### src/rtl/ram_stream_reader_pkg.sv
// rtl/ram_stream_reader_pkg.sv - state encoding and FIFO depth legality check for ram_stream_reader
package ram_stream_reader_pkg;

  localparam logic [1:0] ST_IDLE  = 2'd0;
  localparam logic [1:0] ST_ISSUE = 2'd1;
  localparam logic [1:0] ST_DRAIN = 2'd2;

  // Four entries cover the read round trip, so the credit loop never starves a ready sink.
  localparam int MIN_FIFO_DEPTH = 4;

  function automatic bit fifo_depth_legal(input int depth);
    return (depth >= MIN_FIFO_DEPTH) && ((depth & (depth - 1)) == 0);
  endfunction

endpackage

### src/rtl/ram_stream_fifo.sv
// rtl/ram_stream_fifo.sv - synchronous show-ahead FIFO with occupancy count, zero head when empty
module ram_stream_fifo #(
  parameter int WIDTH = 17,
  parameter int DEPTH = 4
) (
  input  logic                       clk,
  input  logic                       resetn,
  input  logic                       wr_en,
  input  logic [WIDTH-1:0]           wr_data,
  input  logic                       rd_en,
  output logic [WIDTH-1:0]           rd_data,
  output logic                       empty,
  output logic [$clog2(DEPTH):0]     count
);

  localparam int AW = $clog2(DEPTH);
  localparam int CW = AW + 1;

  logic [WIDTH-1:0] mem [DEPTH];
  logic [AW-1:0]    wr_ptr;
  logic [AW-1:0]    rd_ptr;
  logic             do_rd;

  assign empty   = (count == '0);
  assign do_rd   = rd_en && !empty;
  // Head is forced to zero when empty so stream outputs read as 0 with tvalid low.
  assign rd_data = empty ? '0 : mem[rd_ptr];

  // Pointer and occupancy tracking; power-of-two depth lets pointers wrap naturally.
  always_ff @(posedge clk) begin
    if (!resetn) begin
      wr_ptr <= '0;
      rd_ptr <= '0;
      count  <= '0;
    end else begin
      if (wr_en) wr_ptr <= wr_ptr + AW'(1);
      if (do_rd) rd_ptr <= rd_ptr + AW'(1);
      case ({wr_en, do_rd})
        2'b10:   count <= count + CW'(1);
        2'b01:   count <= count - CW'(1);
        default: count <= count;
      endcase
    end
  end

  // Storage needs no reset: the empty gate hides stale contents.
  always_ff @(posedge clk) begin
    if (wr_en) mem[wr_ptr] <= wr_data;
  end

  // The upstream credit loop must never push into a full FIFO.
  always_ff @(posedge clk) begin
    if (resetn) assert (!(wr_en && !do_rd && (count == CW'(DEPTH))));
  end

endmodule

### src/rtl/ram_stream_reader.sv
// rtl/ram_stream_reader.sv - streams a block of RAM words as AXI-Stream; RAM_STREAM_READER_SOF_EN adds mAxisTuser
module ram_stream_reader
  import ram_stream_reader_pkg::*;
#(
  parameter int MEM_WIDTH  = 16,
  parameter int MEM_SIZE   = 13,
  parameter int FIFO_DEPTH = 4
) (
  input  logic                 clk,
  input  logic                 reset,
  input  logic                 start,
  input  logic [MEM_SIZE-1:0]  startAddr,
  input  logic [MEM_SIZE:0]    length,
  output logic                 busy,
  output logic                 done,
  output logic                 readCs,
  output logic [MEM_SIZE-1:0]  readAddr,
  input  logic [MEM_WIDTH-1:0] readData,
  output logic                 mAxisTvalid,
  input  logic                 mAxisTready,
  output logic [MEM_WIDTH-1:0] mAxisTdata,
  output logic                 mAxisTlast
`ifdef RAM_STREAM_READER_SOF_EN
  ,
  output logic                 mAxisTuser
`endif
);

  localparam int CW = $clog2(FIFO_DEPTH) + 1;
`ifdef RAM_STREAM_READER_SOF_EN
  localparam int FW = MEM_WIDTH + 2;
`else
  localparam int FW = MEM_WIDTH + 1;
`endif

  if (!fifo_depth_legal(FIFO_DEPTH)) begin : g_bad_depth
    $error("ram_stream_reader: FIFO_DEPTH must be a power of two and at least 4");
  end

  logic [1:0]          state;
  logic [MEM_SIZE:0]   len_q;
  logic [MEM_SIZE:0]   issued;
  logic                in_flight;
  logic                rd_last;
  logic                rd_first;
  logic                last_issue;
  logic                handshake;
  logic [CW:0]         occupancy;
  logic [CW-1:0]       fifo_count;
  logic                fifo_empty;
  logic [FW-1:0]       fifo_wdata;
  logic [FW-1:0]       fifo_rdata;

  // A read is only issued when its word is guaranteed a FIFO slot on return.
  assign occupancy   = {1'b0, fifo_count} + (CW+1)'(in_flight);
  assign readCs      = (state == ST_ISSUE) && (occupancy < (CW+1)'(FIFO_DEPTH));
  assign last_issue  = (issued + (MEM_SIZE+1)'(1)) == len_q;
  assign busy        = (state != ST_IDLE);
  assign handshake   = mAxisTvalid && mAxisTready;

  assign mAxisTvalid = !fifo_empty;
  assign mAxisTdata  = fifo_rdata[MEM_WIDTH-1:0];
  assign mAxisTlast  = fifo_rdata[MEM_WIDTH];
`ifdef RAM_STREAM_READER_SOF_EN
  assign mAxisTuser  = fifo_rdata[MEM_WIDTH+1];
  assign fifo_wdata  = {rd_first, rd_last, readData};
`else
  assign fifo_wdata  = {rd_last, readData};
`endif

  // Command FSM with address/issue counters; done pulses one cycle after completion.
  always_ff @(posedge clk) begin
    if (!reset) begin
      state    <= ST_IDLE;
      len_q    <= '0;
      issued   <= '0;
      readAddr <= '0;
      done     <= 1'b0;
    end else begin
      done <= 1'b0;
      case (state)
        ST_IDLE: begin
          if (start) begin
            if (length == '0) begin
              done <= 1'b1;
            end else begin
              state    <= ST_ISSUE;
              len_q    <= length;
              issued   <= '0;
              readAddr <= startAddr;
            end
          end
        end
        ST_ISSUE: begin
          if (readCs) begin
            readAddr <= readAddr + MEM_SIZE'(1);
            issued   <= issued + (MEM_SIZE+1)'(1);
            if (last_issue) state <= ST_DRAIN;
          end
        end
        ST_DRAIN: begin
          if (handshake && mAxisTlast) begin
            state <= ST_IDLE;
            done  <= 1'b1;
          end
        end
        default: state <= ST_IDLE;
      endcase
    end
  end

  // Tag each returning word with its last/first markers in step with the RAM latency.
  always_ff @(posedge clk) begin
    if (!reset) begin
      in_flight <= 1'b0;
      rd_last   <= 1'b0;
      rd_first  <= 1'b0;
    end else begin
      in_flight <= readCs;
      rd_last   <= readCs && last_issue;
      rd_first  <= readCs && (issued == '0);
    end
  end

  ram_stream_fifo #(
    .WIDTH (FW),
    .DEPTH (FIFO_DEPTH)
  ) u_fifo (
    .clk     (clk),
    .resetn  (reset),
    .wr_en   (in_flight),
    .wr_data (fifo_wdata),
    .rd_en   (handshake),
    .rd_data (fifo_rdata),
    .empty   (fifo_empty),
    .count   (fifo_count)
  );

endmodule

### config.mk
export PLATFORM = sky130hd
export DESIGN_NAME = ram_stream_reader
export DESIGN_NICKNAME = d
export VERILOG_FILES = /design/src/rtl/ram_stream_reader_pkg.sv /design/src/rtl/ram_stream_fifo.sv /design/src/rtl/ram_stream_reader.sv
export SDC_FILE = /design/constraint.sdc
export NUM_CORES = 1
export LEC_CHECK = 0
export ABC_CLOCK_PERIOD_IN_PS = 5900
export BUFFER_PORTS_ARGS = -buffer_cell sky130_fd_sc_hd__buf_2
export CORE_UTILIZATION = 45
export DETAILED_ROUTE_END_ITERATION = 6
export PLACE_DENSITY = 0.65
export SYNTH_ARGS = -nofsm -noshare
export SYNTH_HDL_FRONTEND = slang
export SYNTH_HIERARCHICAL = 1
export SYNTH_SLANG_ARGS = --single-unit
### constraint.sdc
create_clock -name clk -period 5.9 [get_ports clk]
set_clock_uncertainty 0.1 [all_clocks]
set_input_delay 0.59 -clock clk [delete_from_list [all_inputs] [get_ports clk]]
set_output_delay 0.59 -clock clk [all_outputs]
set_load 0.05 [all_outputs]
# Yosys cells after proc, flatten, opt, wreduce, memory -nomap -nowiden
# Memory sizes are Yosys's and may differ from the RTL's. A register that Yosys moved wholly into a read port is not among the register bits.
# Cells that the tools add are included.
dict set report totals {
  reg_bits 53
  ramBits 68
  inputBits 47
  out_inout_bits 34
  n_memories 1
}
# name words word_bits rd rd_clocked_by_memory_dff write_ports line_no
set memory_table {}
lappend memory_table {u_fifo.mem 4 17 1 1 1 ram_stream_fifo.sv:19} ;# logic [WIDTH-1:0] mem [DEPTH];
dict set report classes {
  add_sub_neg 7
  magnitude_cmp 1
  eq_ne 10
  mux 24
  bitwise 1
  reduce_logical 15
}
# op count
set op_table {}
lappend op_table {{two-way mux 14 bit} 3}
lappend op_table {{two-way mux 13 bit} 3}
lappend op_table {{case mux 14 bit (2 select lines)} 1}
lappend op_table {{case mux 13 bit (2 select lines)} 1}
lappend op_table {{two-way mux 17 bit} 1}
lappend op_table {{adder 14 x 1 -> 14 bit (second input constant)} 1}
lappend op_table {{equality test 14 bit} 1}
lappend op_table {{logical NOT 14 bit} 1}
lappend op_table {{two-way mux 2 bit} 7}
lappend op_table {{adder 13 x 1 -> 13 bit (second input constant)} 1}
lappend op_table {{!= test 2 bit (second input constant)} 5}
lappend op_table {{case mux 2 bit (3 select lines)} 1}
lappend op_table {{case mux 3 bit (2 select lines)} 1}
lappend op_table {{nonzero test 2 bit} 3}
lappend op_table {{logical AND 1 bit} 5}
lappend op_table {{two-way mux 1 bit} 5}
lappend op_table {{AND reduction 5 bit} 1}
lappend op_table {{adder 2 x 1 -> 2 bit (second input constant)} 2}
lappend op_table {{adder 3 x 1 -> 4 bit} 1}
lappend op_table {{equality test 2 x 1 -> 1 bit (second input constant)} 2}
lappend op_table {{equality test 2 bit (second input constant)} 2}
lappend op_table {{less-than comparator 4 x 3 -> 1 bit (second input constant)} 1}
lappend op_table {{AND reduction 4 bit} 1}
lappend op_table {{adder 3 x 1 -> 3 bit (second input constant)} 1}
lappend op_table {{other kinds (7)} 7}

# Depth between registers and ports, before layout
dict set report depth {
  ltp_word 6
  mapped_depth 10
}

# Cells and area by module
# The synthesis kept the hierarchy.
# module n_inst cells_per_inst area_per_inst_um2
set modules_own_cells {}
lappend modules_own_cells {ram_stream_fifo 1 156 3146.8}
lappend modules_own_cells {ram_stream_reader 1 335 2573.7}

# Worst setup path after synthesis
# Ideal clock, no wire load.
dict set report synth_path {
  path_kind {register to register}
  startpoint {register (tool-made name)}
  endpoint {register state[0]}
  setup_time_ns 0.132
  t_arrival_ns 2.596
  t_required_ns 5.668
  setup_slack_ns 3.072
  stages_incl_launch_ff 10
  path_cell_list {dfxtp_1 -> buf_6 -> mux4_1 -> nor2b_1 -> and4b_1 -> o32a_1 -> o21ai_1 -> nor4_2 -> a41o_1 -> a21oi_1}
}
# element line_no
set synth_lines {}
lappend synth_lines {{end signal, assigned} ram_stream_reader.sv:74} ;# state <= ST_IDLE;
lappend synth_lines {{end signal, assigned} ram_stream_reader.sv:87} ;# state <= ST_ISSUE;
lappend synth_lines {{end signal, assigned} ram_stream_reader.sv:98} ;# if (last_issue) state <= ST_DRAIN;
lappend synth_lines {{end, declared} ram_stream_reader.sv:40} ;# logic [1:0] state;

# Final worst setup path
dict set report layout_path {
  startpoint {register state[0]}
  endpoint {output readCs}
}
dict set report layout_between {
  elab_chain_len 2
}
# element line_no
set layout_rtl {}
lappend layout_rtl {{equality test 2 x 1 -> 1 bit} ram_stream_reader.sv:56} ;# assign readCs = (state == ST_ISSUE) && (occupancy < (CW+1)'(FIFO_DEPTH));
lappend layout_rtl {{logical AND 1 bit} ram_stream_reader.sv:56}
lappend layout_rtl {{end, declared} ram_stream_reader.sv:16} ;# output logic readCs,
# No other way between the ends.

==> flow_summary_export.csv <==
group,metric,value,unit
layout,fill_cells,1075,
global_route,grt_pass1_wl,19200,µm
synthesis,avgSynthCellArea,11.7,µm²
synthesis,synth_area_leaders,"edfxtp_1 (36%), dfxtp_1 (19%), mux4_2 (3.9%)",
synthesis,synthCells,491,
setup_path,worstPathRequired,5210,ps
layout,drive_above_1_share,24.0,%
timing,rsz0062_at_grt,"false",
detailed_routing,routed_wl,12200,µm
timing,post-route-period-util,62.4,%
synthesis,ys_async_sr_fraction,0,%
timing,slew-limit-headroom,38.2,%
detailed_routing,drt_iter0_drc,266,
detailed_routing,viasPerCell,5.34,
power_and_ir_drop,vdd_ir_drop_max,0.190,mV
timing,worstMarginPinSlew,927,ps
placement,dp_hpwl,8290,µm
clocking,cts-htree-levels,4,
clocking,cts_resized,0,
floorplan,fp.dieArea,0.0132,mm²
synthesis,synth_area,0.00572,mm²
global_route,overflow,0,
detailed_routing,vias,3994,
floorplan,die_h,115,µm
layout,syn_to_final_growth,19.0,%
setup_path,startpoint_type,"flop",
timing,max_freq,0.272,GHz
global_route,antenna_found_initial,0,
detailed_routing,ant_nets,0,
timing,fin_setup_tns,0,ps
setup_path,worstPathArrival,2990,ps
clocking,cts.sinks,123,
synthesis,yosysTopAreaCell,"edfxtp_1",
setup_path,worstPathCellList,"nor2b_1, nand2_1, inv_1, buf_2",
flow_run,cap_violations,0,
floorplan,core,0.0122,mm²
clocking,post_cts_buffers,0,
synthesis,ys_seq_elements,123,
setup_path,max_stage_delay,670,ps
timing,finalMaxSlewViolations,0,
timing,layout_min_cycle_time,3680,ps
run_status,status,"complete, no violations",
clocking,cts.path.max_buffers,2,
layout,fin_nets,623,
global_route,grt_max_degree,40,
layout,final_cells,748,
timing,hold_violations,0,
synthesis,synth_top_area_share,35.7,%
floorplan,rows,40,
power_and_ir_drop,leakagePower,2.55,nW
global_route,grt_pass1_vias,3868,
clocking,clk_pin_slew,50,ps
layout,num_antenna_cells,0,
detailed_routing,drc,0,
floorplan,io_pins,81,
floorplan,die_w,115,µm
setup_path,path_max_fanout,15,
clocking,clkLatencyLatePin,400,ps
detailed_routing,wire_per_inst,16.3,µm
power_and_ir_drop,pwr_density_cell,340,mW/mm²
clocking,ctsHoldBuffers,0,
clocking,cts_tree,"built",
setup_path,crit_slowest_cell,"dfxtp_1",
clocking,cts_root_buf,"clkbuf_16",
synthesis,synthesis.nets,546,
timing,finalSetupViolCount,0,
clocking,cts_buffers,17,
detailed_routing,first_pass_iters,4,
synthesis,ys_types,62,
setup_path,cp-end-kind,"output port",
global_route,grt_usage,19.6,%
synthesis,synth-main-ff-cell,"edfxtp_1",
placement,io_buffer_count,80,
floorplan,initial_core_util,46.8,%
placement,placedCellCount,717,
synthesis,seq_area_frac_synth,54.9,%
setup_path,critical_path_class,"flop to output port",
synthesis,synth_warnings,6,
worst_hold_path,hold_path.class,"input port to flop",
placement,gp_congestion,0.836,
synthesis,synth_edf_count,68,
[placed cells by master, fill, tap and decap left out, types with 3 or more instances in the layout]
master / n
buf_2: 80
edfxtp_1: 68
dfxtp_1: 55
nand2_1: 47
a21oi_1: 42
nor2_1: 34
o21ai_0: 18
xnor2_1: 18
nand3_1: 17
clkbuf_16: 17
nor2b_1: 12
inv_1: 12
mux4_2: 10
nor2b_4: 10
nor3_1: 8
and3_1: 8
xor2_1: 8
and2_1: 8
o21ai_1: 7
ha_1: 7
mux4_1: 7
nor4_1: 6
nand2b_1: 5
a211oi_1: 5
a22oi_1: 5
clkinv_1: 5
bufinv_16: 4
and4_1: 3
nand4_1: 3
or3_1: 3
clkinv_2: 3
buf_4: 3
[per-stage QoR]
stage	setup WS, ps	hold slack (ps)	total power, mW	instance area (µm²)	utilization, %
final	2220	301	2.31	6810	55.7
after global routing	1950	285	2.40	6810	55.7
after CTS	2210	283	2.34	6810	55.7
after detailed placement	2310	365	1.30	6220	50.9
after global placement	2520	356	1.29	6220	50.9
after floorplan	3070	338	1.21	5720	-
[layer usage]
metal | wire length [µm] | global-route usage (%) | vias up
met5 | 0 | 0 | -
met1 | 5180 | 23.1 | 1907
met3 | 520 | 4.90 | 12
met4 | 126 | 8.31 | 0
li1 | - | - | 1974
met2 | 6350 | 34.1 | 101
[synth_stat cells (all sizes together) (2+ instances only)]
library cell / instances
edfxtp: 68
dfxtp: 55
nand2: 47
a21oi: 42
nor2: 36
o21ai: 25
nor2b: 22
nand3: 18
xnor2: 18
mux4: 17
buf: 15
inv: 12
clkbuf: 10
nor3: 9
and2: 8
and3: 8
xor2: 8
ha: 7
nor4: 7
a211oi: 5
a22oi: 5
nand2b: 5
nand4: 5
or3: 4
and4: 3
nor3b: 3
o22ai: 3
a21boi: 2
o2111ai: 2
o221a: 2
o2bb2ai: 2
o31a: 2
[report_power, final]
part | internal [mW] | switching (mW) | leakage [nW]
combinational | 0.0996 | 0.210 | 1.19
sequential | 0.938 | 0.0313 | 1.07
clock | 0.693 | 0.342 | 0.288
[sequential cells by signal, indices dropped and copies added, names as in the netlist, 2 cells and up, named ones only]
name / flops
len_q: 14
u_fifo/mem: 68
u_fifo/wr_ptr: 2
u_fifo/count: 3
state: 2
readAddr: 13
issued: 14
u_fifo/rd_ptr: 2
[final cells by class]
| cell class | count | area [µm²] | area share [%] |
|---|---|---|---|
| Tap cell | 168 | 210 | 3.09 |
| Inverter | 12 | 45.0 | 0.662 |
| Clock inverter | 12 | 154 | 2.26 |
| Clock buffer | 19 | 433 | 6.36 |
| Sequential cell | 123 | 3140 | 46.2 |
| Multi-Input combinational cell | 331 | 2400 | 35.2 |
| Timing Repair Buffer | 83 | 423 | 6.21 |
[final timing paths]
check / to / startpoint / depth (start not counted) / slack, ps
max reg2reg: issued[9]$_SDFFE_PN0P_ / state[0]$_SDFFE_PN0P_ / 7 / 2290
max: readCs / state[0]$_SDFFE_PN0P_ / 4 / 2220
min: u_fifo/mem[1][15]$_DFFE_PP_ / readData[15] / 1 / 300
min reg2reg: len_q[11]$_SDFFE_PN0P_ / len_q[11]$_SDFFE_PN0P_ / 2 / 370
[worst max-delay path, delay by kind of cell (launching register included)]
family | cells | cell delay (ps)
buffers and inverters | 2 | 820
DFF | 1 | 670
and+or+nand+nor | 2 | 1100
[kinds of logic (layout without fill, tap and decap cells)]
| family | count (synthesis) | after routing | share of synthesized area [%] |
|---|---|---|---|
| AOI/OAI and AO/OA | 101 | 101 | 10.9 |
| xor gates and xnor gates | 26 | 26 | 3.98 |
| and+or+nand+nor | 178 | 178 | 17.7 |
| DFF | 123 | 123 | 54.9 |
| adders and majority gates | 8 | 8 | 1.88 |
| buffers and inverters | 37 | 126 | 3.26 |
| muxes | 18 | 18 | 7.33 |
(Power assumes the default switching activity.)
